**config.mk**
```make
export PLATFORM = sky130hd
export DESIGN_NAME = fetch_redirect_ctrl
export DESIGN_NICKNAME = d
export VERILOG_FILES = /design/src/rtl/fetch_redirect_ctrl.sv
export SDC_FILE = /design/constraint.sdc
export NUM_CORES = 1
export LEC_CHECK = 0
export ABC_AREA = 1
export CAP_MARGIN = 40
export CORE_MARGIN = 2
export CORE_UTILIZATION = 38
export DETAILED_ROUTE_END_ITERATION = 12
export PLACE_DENSITY = 0.88
export SLEW_MARGIN = 25
export SYNTH_ARGS = -nofsm -noshare
export SYNTH_HDL_FRONTEND = slang
export SYNTH_SLANG_ARGS = --single-unit
export TNS_END_PERCENT = 30
```
**constraint.sdc**
```tcl
create_clock -name CLOCK -period 1.5 [get_ports CLOCK]
set_clock_uncertainty 0.05 [all_clocks]
set_input_delay 0.375 -clock CLOCK [delete_from_list [all_inputs] [get_ports CLOCK]]
set_output_delay 0.375 -clock CLOCK [all_outputs]
set_load 0.02 [all_outputs]
```
**src/rtl/fetch_redirect_ctrl.sv**
```systemverilog
// Redirect sequencer for the IF stage: arbitrates exception/JR/branch, holds the winner across STALL, runs post-exception flush.
// Optional macro REDIRECT_ALIGN_CHECK_EN traps misaligned branch/JR targets as exceptions.
module fetch_redirect_ctrl #(
    parameter logic [31:0] EXC_VECTOR   = 32'hBFC00380,
    parameter int          FLUSH_CYCLES = 2
) (
    input  logic        CLOCK,
    input  logic        RESET,
    input  logic        STALL,
    input  logic        BranchReq_IN,
    input  logic [31:0] BranchTarget_IN,
    input  logic        JumpRegFwd_IN,
    input  logic [31:0] JumpRegTarget_IN,
    input  logic        ExcReq_IN,
    output logic [31:0] AltPC_OUT,
    output logic        AltPCEnable_OUT,
    output logic        Flush_OUT,
    output logic        BranchAck_OUT,
    output logic        JumpRegAck_OUT,
    output logic        ExcAck_OUT,
    output logic        Pending_OUT,
    output logic        AddrErr_OUT
);

    localparam int CNT_W = (FLUSH_CYCLES > 1) ? $clog2(FLUSH_CYCLES) : 1;

    typedef enum logic [1:0] {
        IDLE  = 2'd0,
        HOLD  = 2'd1,
        FLUSH = 2'd2
    } stateT;

    stateT            state, stateNext;
    logic [31:0]      altPc, altPcNext;
    logic             altPcEnable, enableNext;
    logic             pending, pendingNext;
    logic             flush, flushNext;
    logic [CNT_W-1:0] flushCnt, flushCntNext;
    logic             heldExc, heldExcNext;
    logic             branchAck, branchAckNext;
    logic             jrAck, jrAckNext;
    logic             excAck, excAckNext;

`ifdef REDIRECT_ALIGN_CHECK_EN
    logic addrErr, addrErrNext;

    function automatic logic isMisaligned(input logic [31:0] target);
        return target[1:0] != 2'b00;
    endfunction
`endif

    always_comb begin
        stateNext     = state;
        altPcNext     = altPc;
        enableNext    = altPcEnable;
        pendingNext   = pending;
        flushNext     = 1'b0;
        flushCntNext  = flushCnt;
        heldExcNext   = heldExc;
        branchAckNext = 1'b0;
        jrAckNext     = 1'b0;
        excAckNext    = 1'b0;
`ifdef REDIRECT_ALIGN_CHECK_EN
        addrErrNext   = 1'b0;
`endif
        unique case (state)
            IDLE: begin
                // STALL does not gate capture; it only gates consumption in HOLD
                if (ExcReq_IN || JumpRegFwd_IN || BranchReq_IN) begin
                    stateNext   = HOLD;
                    enableNext  = 1'b1;
                    pendingNext = 1'b1;
                    if (ExcReq_IN) begin
                        altPcNext   = EXC_VECTOR;
                        heldExcNext = 1'b1;
                        excAckNext  = 1'b1;
                    end else begin
                        if (JumpRegFwd_IN) begin
                            altPcNext = JumpRegTarget_IN;
                            jrAckNext = 1'b1;
                        end else begin
                            altPcNext     = BranchTarget_IN;
                            branchAckNext = 1'b1;
                        end
                        heldExcNext = 1'b0;
`ifdef REDIRECT_ALIGN_CHECK_EN
                        if (isMisaligned(altPcNext)) begin
                            altPcNext   = EXC_VECTOR;
                            heldExcNext = 1'b1;
                            addrErrNext = 1'b1;
                        end
`endif
                    end
                end
            end
            HOLD: begin
                // An exception overrides a held branch/JR even when it would be consumed this edge
                if (ExcReq_IN && !heldExc) begin
                    altPcNext   = EXC_VECTOR;
                    heldExcNext = 1'b1;
                    excAckNext  = 1'b1;
                end else if (!STALL) begin
                    enableNext  = 1'b0;
                    pendingNext = 1'b0;
                    if (heldExc) begin
                        stateNext    = FLUSH;
                        flushNext    = 1'b1;
                        flushCntNext = CNT_W'(FLUSH_CYCLES - 1);
                    end else begin
                        stateNext = IDLE;
                    end
                end
            end
            FLUSH: begin
                if (flushCnt == '0) begin
                    stateNext = IDLE;
                end else begin
                    flushNext    = 1'b1;
                    flushCntNext = flushCnt - CNT_W'(1);
                end
            end
            default: begin
                stateNext = IDLE;
            end
        endcase
    end

    always_ff @(posedge CLOCK or negedge RESET) begin
        if (!RESET) begin
            state       <= IDLE;
            altPc       <= '0;
            altPcEnable <= 1'b0;
            pending     <= 1'b0;
            flush       <= 1'b0;
            flushCnt    <= '0;
            heldExc     <= 1'b0;
            branchAck   <= 1'b0;
            jrAck       <= 1'b0;
            excAck      <= 1'b0;
        end else begin
            state       <= stateNext;
            altPc       <= altPcNext;
            altPcEnable <= enableNext;
            pending     <= pendingNext;
            flush       <= flushNext;
            flushCnt    <= flushCntNext;
            heldExc     <= heldExcNext;
            branchAck   <= branchAckNext;
            jrAck       <= jrAckNext;
            excAck      <= excAckNext;
        end
    end

`ifdef REDIRECT_ALIGN_CHECK_EN
    always_ff @(posedge CLOCK or negedge RESET) begin
        if (!RESET) begin
            addrErr <= 1'b0;
        end else begin
            addrErr <= addrErrNext;
        end
    end

    assign AddrErr_OUT = addrErr;
`else
    assign AddrErr_OUT = 1'b0;
`endif

    assign AltPC_OUT       = altPc;
    assign AltPCEnable_OUT = altPcEnable;
    assign Flush_OUT       = flush;
    assign BranchAck_OUT   = branchAck;
    assign JumpRegAck_OUT  = jrAck;
    assign ExcAck_OUT      = excAck;
    assign Pending_OUT     = pending;

endmodule
```
=== Word level (Yosys, flattened, before mapping) ===
Index checks and enable logic that the tools add are counted.

* Register bits: 41
* Output and inout bits: 39
* Logic and storage cells: 69
* Input port bits: 70

* Equal/unequal tests: 8
* $add $sub $neg: 1
* Multiplexer cells: 40
* Reduce and logical (&&, ||, !) cells: 11

{| class="wikitable"
|+ Operator list
! cell !! number
|-
| 32-bit 2-to-1 mux || 4
|-
| 32-bit case mux with 2 select lines || 1
|-
| 1-bit 2-to-1 mux || 24
|-
| 2-bit != test (second input constant) || 6
|-
| 4-bit AND reduction || 3
|-
| 2-bit 2-to-1 mux || 5
|-
| 1-bit case mux with 2 select lines || 5
|-
| 2-bit case mux with 3 select lines || 1
|-
| 2-bit nonzero test || 2
|-
| 3-bit AND reduction || 1
|-
| 2-bit by 1-bit equality test with 1-bit output (second input constant) || 1
|-
| 2-bit equality test (second input constant) || 1
|-
| 2-bit logical NOT || 1
|-
| 1-bit logical OR || 2
|-
| 1-bit logical AND || 1
|-
| 1-bit logical NOT || 1
|-
| 1-bit subtractor (second input constant) || 1
|}

=== Longest topological paths before layout ===
Gate-level depths: netlist of the first run.

* Word-level depth: 4
* Gate-level depth with buffers: 11
* Depth with buffers taken out: 9

=== Worst setup path before layout of the first run ===
Ideal clock, no wire load.

* Kind: flip-flop to flip-flop
* Start point: reg state[1]
* End point: reg altPc[22] (netlist: AltPC_OUT[22])
* Cell stages (with the launch flop): 11
* Data required time: 1.333 ns
* Path buffers: 2
* Slack: 0.044 ns
* Library setup time: 0.117 ns
* Arrival time: 1.290 ns
* Cell sequence: dfrtp_1 > inv_1 > ha_1 > buf_4 > inv_2 > nand2_1 > nand2_4 > nand2_8 > buf_4 > nand2_1 > nand2_1

* Cells in the longest elaborated chain, start to end: 3

{| class="wikitable"
|+ Ends and longest elaborated chain
! what !! RTL line !! RTL
|-
| start: declaration || 33 || <nowiki>stateT state, stateNext;</nowiki>
|-
| start signal: assignment || 141 || <nowiki>state <= stateNext;</nowiki>
|-
| 2-bit by 1-bit equality test with 1-bit output or 2-bit logical NOT (tied branches) || 66 || <nowiki>unique case (state)</nowiki>
|-
| 2-bit != test (no source line) or 2-bit nonzero test (tied branches) || n/a ||
|-
| 3-bit AND reduction (no source line) || n/a ||
|-
| end signal: assignment || 142 || <nowiki>altPc <= altPcNext;</nowiki>
|-
| end: declaration || 34 || <nowiki>logic [31:0] altPc, altPcNext;</nowiki>
|}

Parallel ways exist; a longest one is shown, timed or not.
A chain may end at the register's enable or synchronous reset.

=== Final worst setup path of the first run ===
* Start point: reg state[0]
* End point: reg altPc[11] (netlist: AltPC_OUT[11])

Same word-level chain as after synthesis.

==> results_dict.tcl, run 1 <==
set metrics [dict create \
    status "finished clean" \
    synth_area_leader_cell "dfrtp_1" \
    vias_per_cell 4.75 \
    io_pins 109 \
    postSynthNetCount 420 \
    htreeDepth 2 \
    crit_chain "inv_2 -> ha_4 -> inv_4 -> nor2_4 -> nand2_4 -> nand2_8 -> clkbuf_16 -> nand2_1 -> nand2_1" \
    seq_area_frac_synth 0.434 \
    row_count 28 \
    synth_edf_count 0 \
    drv_cap 0 \
    cts-buffers-inserted 5 \
    clk_path_buf_depth 2 \
    finalNonFillerCells 541 \
    finalSetupViolations 0 \
    synthToLayoutAreaGrowth_pct 60.1 \
    die_h_microns 82.9 \
    critPathRequiredTime_ns 1.68 \
    via_count 2568 \
    route.detailed.drc 0 \
    clockRootBuffer "clkbuf_8" \
    rsz0062_at_grt "yes" \
    drtIter0Drc 106 \
    gp_congestion 0.887 \
    synth_area_leaders "dfrtp_1 (43%), nand2_1 (34%), nor2_1 (3.8%)" \
    drive_above_1_share 0.107 \
    synth-main-ff-cell "dfrtp_1" \
    multiInputGateArea_sq_mm 0.00118 \
    place_inst 528 \
    ant_nets 0 \
    routed_wl_mm 7.08 \
    hold_class "reg -> reg" \
    crit_path_max_fanout 8 \
    port_buffers 107 \
    grt_max_degree 42 \
    p_leak_nw 2.05 \
    seq_area_sq_mm 0.00103 \
    die_area_sq_mm 0.00687 \
    cp_common_cell "nand2_1" \
    critPathMaxStageDelay_ns 0.44 \
    wl_per_cell_microns 13.1 \
    dr.pass1.iters 4 \
    clk_latency_ns 0.29 \
    n_fill_cell 546 \
    synth_most_common_cell "nand2_1" \
    grtUsageTotal 0.198 \
    maxSlewViolCount 0 \
    cp-start-kind "flip-flop" \
    timing.fmax_mhz 684 \
    power_density_mw_per_mm2 1620 \
    die_x_microns 82.9 \
    cts_tree "built" \
    arrival_ns 1.64 \
    grt-ovfl-total 0 \
    end_kind "flip-flop" \
    antenna_found_initial 0 \
    grt_pass1_vias 2520 \
    ys_warn_count 0 \
    timing.final.hold_violations 0 \
    cts.reportedPaths.clkPinSlew_ns 0.08 \
    fin_crit_ns 1.46 \
    hpwl_mm 5.10 \
    fin_crit_sh 0.975 \
    postSynthAreaPerCell_sq_um 6.82 \
    async_flop_share 1.00 \
    antenna_cells 0 \
    cts.sinks 41 \
    synthCells 347 \
    synth_common_cells "nand2_1 (215), dfrtp_1 (41), nor2_1 (24)" \
    synth-seq-cells 41 \
    core_sq_mm 0.00596 \
    yosysTopAreaCellShare 0.434 \
    grt_pass1_wl_mm 11.3 \
    synth_cell_type_count 23 \
    slowest_stage "dfrtp_1" \
    ir_worst_vdd_mv 0.679 \
    initial_core_util 0.397 \
    rrSetupSlack_ns 0.04 \
    utilization 0.636 \
    syn_area_sq_mm 0.00237 \
    crit_type "reg -> reg" \
    layout.nets 538 \
]
==> timing repair <==
item / 4_1_cts / 5_1_grt
pin swaps: 0 / 5
endpoints found under the hold margin: 21 / 0
hold buffers: 1 / 0
gates resized for setup: 41 / 18
endpoints found under the setup margin: 73 / 39
setup buffers: 0 / 1
cloned: 0 / 3
==> metal layers <==
metal	part of all wire	track usage	up-vias
met2	0.51	0.361	99
met4	0.010	0.0566	0
met1	0.39	0.227	1171
li1	-	-	1289
met3	0.085	0.0527	9
met5	0	0	-
==> flip-flops by register name (all words and copies together) (netlist names) <==
name / count
AltPC_OUT: 32
BranchAck_OUT: 1
ExcAck_OUT: 1
Flush_OUT: 1
JumpRegAck_OUT: 1
Pending_OUT: 1
flushCnt: 1
heldExc: 1
state: 2
==> worst max-delay path, delay by kind of cell, from the launching register on <==
| kind | cells | cell delay, ns |
|---|---|---|
| fa+ha+maj | 1 | 0.16 |
| buf+inv | 3 | 0.31 |
| flops | 1 | 0.44 |
| simple gates | 5 | 0.44 |
==> where the power goes <==
group / total [W] / leakage (nW) / switching, W / internal, W
Combinational: 0.00370 / 1.49 / 0.00211 / 0.00159
Clock: 0.000702 / 0.0439 / 0.000381 / 0.000321
Sequential: 0.00174 / 0.518 / 0.000227 / 0.00151
==> placed cells by master, fill, tap and decap left out, types with 2 or more instances in the layout <==
master           netlist  layout
nor2_1                24      24
ha_4                   0       2
inv_1                  8       4
dfrtp_1               41      41
clkinv_2               0       2
clkdlybuf4s15_1        0       2
buf_12                 0       6
clkbuf_16              0       2
inv_2                  2       5
nand3_1                3       3
buf_6                  2       2
buf_4                  6      15
o21ai_0                3       3
clkdlybuf4s50_1        0      66
nand2_4                2       2
a21oi_1                2       2
nand4_1               14      14
dlygate4sd2_1          0      37
nand2_1              215     214
clkbuf_8               0       5
==> path summary, 6_finish.rpt <==
check / depth (start not counted) / from / endpoint
setup / recovery: 9 / state[0]$_DFFE_PN0P_ / AltPC_OUT[11]$_DFFE_PN0P_
hold / removal: 2 / AltPC_OUT[8]$_DFFE_PN0P_ / AltPC_OUT[8]$_DFFE_PN0P_
min in group asynchronous: 3 / RESET / Flush_OUT$_DFF_PN0_
setup reg to reg: 9 / state[0]$_DFFE_PN0P_ / AltPC_OUT[11]$_DFFE_PN0P_
max in group asynchronous: 3 / RESET / AltPC_OUT[20]$_DFFE_PN0P_
hold reg to reg: 2 / AltPC_OUT[8]$_DFFE_PN0P_ / AltPC_OUT[8]$_DFFE_PN0P_
==> area by class of cell <==
class	instances	share of cell area
Timing Repair Buffer	133	0.353
Multi-Input combinational cell	273	0.313
Sequential cell	41	0.271
Tap cell	75	0.0248
Clock buffer	5	0.0182
Inverter	11	0.0159
Clock inverter	3	0.00463
==> cell families after synthesis <==
kind of cell	after synthesis	synth area share
AOI/OAI and AO/OA	6	0.0137
DFF	41	0.434
other	1	0.00158
and+or+nand+nor	263	0.455
buffers and inverters	33	0.0798
adders and majority gates	3	0.0159
==> through the flow <==
step	setup TNS (ns)	hold WS, ns	setup WS (ns)	power [W]	instance area, sq um
2_1_floorplan	0	0.0294	0.0438	0.00381	2370
3_3_place_gp	-9.01	0.311	-0.308	0.00515	3620
3_5_place_dp	-10.64	0.315	-0.328	0.00525	3620
4_1_cts	0	0.432	0.00628	0.00572	3670
5_1_grt	-0.796	0.458	-0.0456	0.00659	3790
6_report	0	0.427	0.0380	0.00613	3790
(Power assumes the default switching activity.)
==> run 2, diff against run 1 <==
--- a/config.mk
+++ b/config.mk
@@ -7,7 +7,6 @@
 export LEC_CHECK = 0
 export ABC_AREA = 1
 export CAP_MARGIN = 40
-export CORE_MARGIN = 2
 export CORE_UTILIZATION = 38
 export DETAILED_ROUTE_END_ITERATION = 12
 export PLACE_DENSITY = 0.88
==> run 2 against run 1 <==
The flow now finishes with violations (setup timing); clock power increased by 22%; setup slack worse by 0.041 ns; global-route usage increased by 2.1 points; critical path depth down 1; register-to-register slack worse by 0.04 ns; combinational power up 4%.
==> results_dict.tcl, run 2 (same netlist as run 1, synthesis figures left out) <==
set metrics [dict create \
    critPathRequiredTime_ns 1.63 \
    final_cell_mix "nand2_1 (195), clkdlybuf4s50_1 (67), dfrtp_1 (41)" \
    finalSetupViolations 1 \
    rsz0062_at_grt "yes" \
    timing.final.hold_violations 0 \
    final_common_cell "nand2_1" \
    cts.sinks 41 \
    largest_reg_flops 32 \
    cp-start-kind "input port" \
    wl_per_cell_microns 13.4 \
    port_buffers 107 \
    ant_nets 0 \
    io_pins 109 \
    grt-ovfl-total 0 \
    clk_path_buf_depth 2 \
    drv_cap 0 \
    antenna_cells 0 \
    internal_power_w 0.00363 \
    place_area_sq_mm 0.00359 \
    cts.reportedPaths.clkPinSlew_ns 0.08 \
    arrival_ns 1.63 \
    die_area_sq_mm 0.00655 \
    route.detailed.drc 0 \
    gp_congestion 0.771 \
    path_buf_inv 3 \
    cts-buffers-inserted 5 \
    status "complete, but fails checks" \
    totalPowerFinal_w 0.00646 \
    power_density_mw_per_mm2 1670 \
    synthToLayoutAreaGrowth_pct 63.9 \
    maxSlewViolCount 0 \
    end_kind "flip-flop" \
    grtUsageTotal 0.219 \
    clockRootBuffer "clkbuf_8" \
    dr.pass1.iters 4 \
    hold_class "reg -> reg" \
    hpwl_mm 5.02 \
    layout.nets 539 \
    holdWs_ns 0.431 \
    dp_slack_ns -0.322 \
    core_sq_mm 0.00596 \
    routed_wl_mm 7.24 \
    slowest_stage "clkdlybuf4s50_1" \
    power_frac_comb 0.597 \
    drive_above_1_share 0.152 \
    p_leak_nw 2.08 \
    crit_type "in -> reg" \
    grt_pass1_wl_mm 10.8 \
    utilization 0.651 \
    timing.fmax_mhz 665 \
    antenna_found_initial 0 \
    ir_worst_vdd_mv 0.849 \
    critPathTopFamily "buffers and inverters" \
    seqPwrFrac 0.271 \
    cp_common_cell "nand2_1" \
    drtIter0Drc 153 \
    grt_pass1_vias 2525 \
    stdcell_area_sq_mm 0.00388 \
    swShare 0.438 \
    p_sw_w 0.00283 \
    cts_tree "built" \
    clockPowerShare 0.132 \
    grt_max_degree 42 \
    crit_chain "clkdlybuf4s50_1 -> buf_4 -> nand3_4 -> nand2_4 -> nand2_8 -> clkbuf_16 -> nand2_1 -> nand2_1" \
    setup_ws_ns -0.00333 \
    die_h_microns 80.9 \
    via_count 2593 \
    fin_crit_sh 1.00 \
    die_x_microns 80.9 \
    fin_crit_ns 1.50 \
    violations "setup timing" \
    critPathMaxStageDelay_ns 0.49 \
    row_count 28 \
    vias_per_cell 4.79 \
    initial_core_util 0.397 \
    crit_path_max_fanout 9 \
    htreeDepth 2 \
    clk_latency_ns 0.29 \
]
-- run 2: worst register-to-register path, cell delays in order (launching register included) --
cell and delay (ns):
dfrtp_1 0.42, buf_6 0.13, ha_4 0.19, inv_4 0.07, nand2_4 0.05, nand2_4 0.08, nand2_8 0.10, clkbuf_16 0.18
nand2_1 0.07, nand2_1 0.05
-- run 2: metal layers --
| metal | part of all wire | GRT usage | vias up |
|---|---|---|---|
| met4 | 0.0084 | 0.0911 | 0 |
| li1 | - | - | 1291 |
| met5 | 0 | 0 | - |
| met2 | 0.51 | 0.397 | 104 |
| met3 | 0.071 | 0.0528 | 6 |
| met1 | 0.41 | 0.242 | 1192 |
-- run 2: power groups by stage --
stage               sequential (W)  clock, W  combinational [W]
CTS                        0.00172  0.000881            0.00325
finish                     0.00175  0.000853            0.00386
floorplan                  0.00213         0            0.00168
global placement           0.00174         0            0.00334
global route               0.00180  0.000921            0.00422
detailed placement         0.00174         0            0.00347
-- run 2: area by class of cell --
| type | instances | area [sq um] |
|---|---|---|
| Inverter | 11 | 56.3 |
| Sequential cell | 41 | 1030 |
| Clock buffer | 5 | 68.8 |
| Tap cell | 75 | 93.8 |
| Fill cell | 525 | 2080 |
| Multi-Input combinational cell | 273 | 1250 |
| Timing Repair Buffer | 134 | 1340 |
| Clock inverter | 2 | 35.0 |
-- run 2: worst paths after layout --
kind / from / to / slack, ns / cells after the start
max in group asynchronous: RESET / heldExc$_DFFE_PN0P_ / 0.66 / 3
worst max-delay path: ExcReq_IN / AltPC_OUT[1]$_DFFE_PN0P_ / -0.003 / 8
worst max register to register: state[0]$_DFFE_PN0P_ / AltPC_OUT[1]$_DFFE_PN0P_ / -0.003 / 9
min in group asynchronous: RESET / JumpRegAck_OUT$_DFF_PN0_ / 0.52 / 3
worst min-delay path: AltPC_OUT[28]$_DFFE_PN0P_ / AltPC_OUT[28]$_DFFE_PN0P_ / 0.43 / 2
worst min register to register: AltPC_OUT[28]$_DFFE_PN0P_ / AltPC_OUT[28]$_DFFE_PN0P_ / 0.43 / 2
-- run 2: what timing repair did --
action	in CTS	in global routing
gates resized for setup	42	44
hold buffers	1	0
endpoints found under the setup margin	75	39
cloned	0	2
setup buffers	0	5
pin swaps	0	9
hold endpoints to repair	21	0
-- run 2: metrics by stage --
stage               TNS [ns]  std cells
floorplan                  0        347
global placement       -7.80        526
detailed placement     -9.14        526
CTS                  -0.0266        534
global route           -1.48        541
finish              -0.00333        541
==> run 3, diff against run 2 <==
--- a/config.mk
+++ b/config.mk
@@ -7,9 +7,9 @@
 export LEC_CHECK = 0
 export ABC_AREA = 1
 export CAP_MARGIN = 40
-export CORE_UTILIZATION = 38
+export CORE_UTILIZATION = 45
 export DETAILED_ROUTE_END_ITERATION = 12
-export PLACE_DENSITY = 0.88
+export PLACE_DENSITY = 0.95
 export SLEW_MARGIN = 25
 export SYNTH_ARGS = -nofsm -noshare
 export SYNTH_HDL_FRONTEND = slang
==> constraint.sdc (replaced) <==
create_clock -name CLOCK -period 1.9 [get_ports CLOCK]
set_clock_uncertainty 0.05 [all_clocks]
set_input_delay 0.475 -clock CLOCK [delete_from_list [all_inputs] [get_ports CLOCK]]
set_output_delay 0.475 -clock CLOCK [all_outputs]
set_load 0.02 [all_outputs]
==> run 3 against run 2 <==
The flow now finishes without violations; sequential cell count is the same; sequential share of layout area grew 1.9 points; critical path depth shrank 7; via count shrank 2.9%; global-route usage grew 2.1 points; hold slack lost 0.32 ns; cell count shrank 3.1%; non-clock buffer count shrank 13; setup slack gained 0.088 ns; cell area shrank 6.8%; critical endpoint is now AltPC_OUT[9]; highest routed layer unchanged.
==> results_dict.tcl, run 3 (same netlist as run 1, synthesis figures left out) <==
set metrics [dict create \
    layout.nets 526 \
    core_sq_mm 0.00507 \
    path_buf_inv 1 \
    drv_cap 0 \
    post_cts_buffers 0 \
    die_x_microns 74.5 \
    wl_per_cell_microns 12.7 \
    grt_max_degree 34 \
    ir_worst_vdd_mv 0.819 \
    htreeDepth 2 \
    fin_crit_sh 0.955 \
    end_kind "output pin" \
    timing.fmax_mhz 551 \
    crit_chain "clkdlybuf4s50_1" \
    rsz0062_at_grt "no" \
    cts.sinks 41 \
    totalPowerFinal_w 0.00457 \
    grt-ovfl-total 0 \
    gp_congestion 0.846 \
    arrival_ns 1.29 \
    post_cts_resized 0 \
    p_leak_nw 1.84 \
    clk_path_buf_depth 2 \
    port_buffers 107 \
    crit_cells 1 \
    die_h_microns 74.5 \
    vias_per_cell 4.80 \
    final_common_cell "nand2_1" \
    r2r.worst_path.cells 7 \
    n_fill_cell 406 \
    dr.pass1.iters 4 \
    grt_pass1_wl_mm 10.1 \
    fin_crit_ns 1.82 \
    endpoint "AltPC_OUT[9]" \
    crit-reg2reg-launch "state[1]$_DFFE_PN0P_" \
    rrSetupSlack_ns 0.20 \
    reg2reg_to "Flush_OUT$_DFF_PN0_" \
    status "finished clean" \
    drive_above_1_share 0.0639 \
    crit_path_max_fanout 2 \
    critPathLaunch "AltPC_OUT[9]$_DFFE_PN0P_" \
    place_inst 516 \
    worstMarginPinSlew_ns 0.529 \
    antenna_cells 0 \
    via_count 2517 \
    clockRootBuffer "clkbuf_8" \
    final_cell_mix "nand2_1 (215), clkdlybuf4s50_1 (106), dfrtp_1 (41)" \
    cp-start-kind "flip-flop" \
    clk_latency_ns 0.28 \
    fin_setup_tns_ns 0 \
    critPathRequiredTime_ns 1.37 \
    utilization 0.712 \
    critPathTopFamily "buffers and inverters" \
    hpwl_mm 4.96 \
    antenna_found_initial 0 \
    synthToLayoutAreaGrowth_pct 52.7 \
    cts-hold-fix-buffers 0 \
    ant_nets 0 \
    grtUsageTotal 0.240 \
    largest_reg_flops 32 \
    maxSlewViolCount 0 \
    power_density_mw_per_mm2 1270 \
    finalSetupViolations 0 \
    critPathMaxStageDelay_ns 0.63 \
    relSlewSlack 0.647 \
    cts.reportedPaths.clkPinSlew_ns 0.07 \
    grt_pass1_vias 2280 \
    die_area_sq_mm 0.00555 \
    timing.final.hold_violations 0 \
    crit_type "reg -> out" \
    cts-buffers-inserted 5 \
    drtIter0Drc 126 \
    slowest_stage "clkdlybuf4s50_1" \
    finalNonFillerCells 524 \
    cts_tree "built" \
    hold_class "in -> async" \
    row_count 26 \
    io_pins 109 \
    routed_wl_mm 6.64 \
    initial_core_util 0.466 \
    route.detailed.drc 0 \
]
-- run 3: through the flow --
| step | cell area, sq um | hold slack (ns) | worst slack (ns) |
|---|---|---|---|
| 3_5_place_dp | 3530 | 0.415 | 0.00937 |
| 2_1_floorplan | 2370 | 0.129 | 0.444 |
| 6_report | 3610 | 0.110 | 0.0846 |
| 5_1_grt | 3610 | 0.132 | 0.0426 |
| 3_3_place_gp | 3530 | 0.411 | 0.0747 |
| 4_1_cts | 3610 | 0.117 | 0.0657 |
-- run 3: layout make-up --
class                   count  area (sq um)  share of cell area
clock buffers               8          80.1              0.0222
well taps                  70          87.6              0.0242
repair buffers            121          1220               0.338
inverters                  11          46.3              0.0128
flip-flops and latches     41          1030               0.284
multi-input cells         273          1150               0.319
-- run 3: how the worst min path moves through the flow --
stage                                            to
after global placement    AltPC_OUT[20]$_DFFE_PN0P_
after detailed placement  AltPC_OUT[25]$_DFFE_PN0P_
after floorplan            AltPC_OUT[0]$_DFFE_PN0P_
after CTS                 AltPC_OUT[10]$_DFFE_PN0P_
after global routing       AltPC_OUT[9]$_DFFE_PN0P_
final                     AltPC_OUT[14]$_DFFE_PN0P_
-- run 3: worst reg2reg max path, stage by stage, from the launching register on --
cell and delay, ns:
dfrtp_1 0.41, inv_1 0.09, ha_1 0.39, buf_4 0.24, nand2_1 0.06, inv_1 0.08
nand2_1 0.05, a21boi_0 0.22
-- run 3: routing by layer --
| layer | global-route usage | vias to the layer above | part of all wire |
|---|---|---|---|
| li1 | - | 1264 | - |
| met1 | 0.289 | 1145 | 0.43 |
| met2 | 0.437 | 102 | 0.49 |
| met3 | 0.0515 | 6 | 0.071 |
| met4 | 0.0545 | 0 | 0.0077 |
| met5 | 0 | - | 0 |
-- run 3: where the power goes --
group	leakage, nW	switching, W	internal, W
combinational	1.28	0.00152	0.00114
clock	0.0395	0.000278	0.000261
sequential	0.518	0.000183	0.00119
total	1.84	0.00198	0.00259
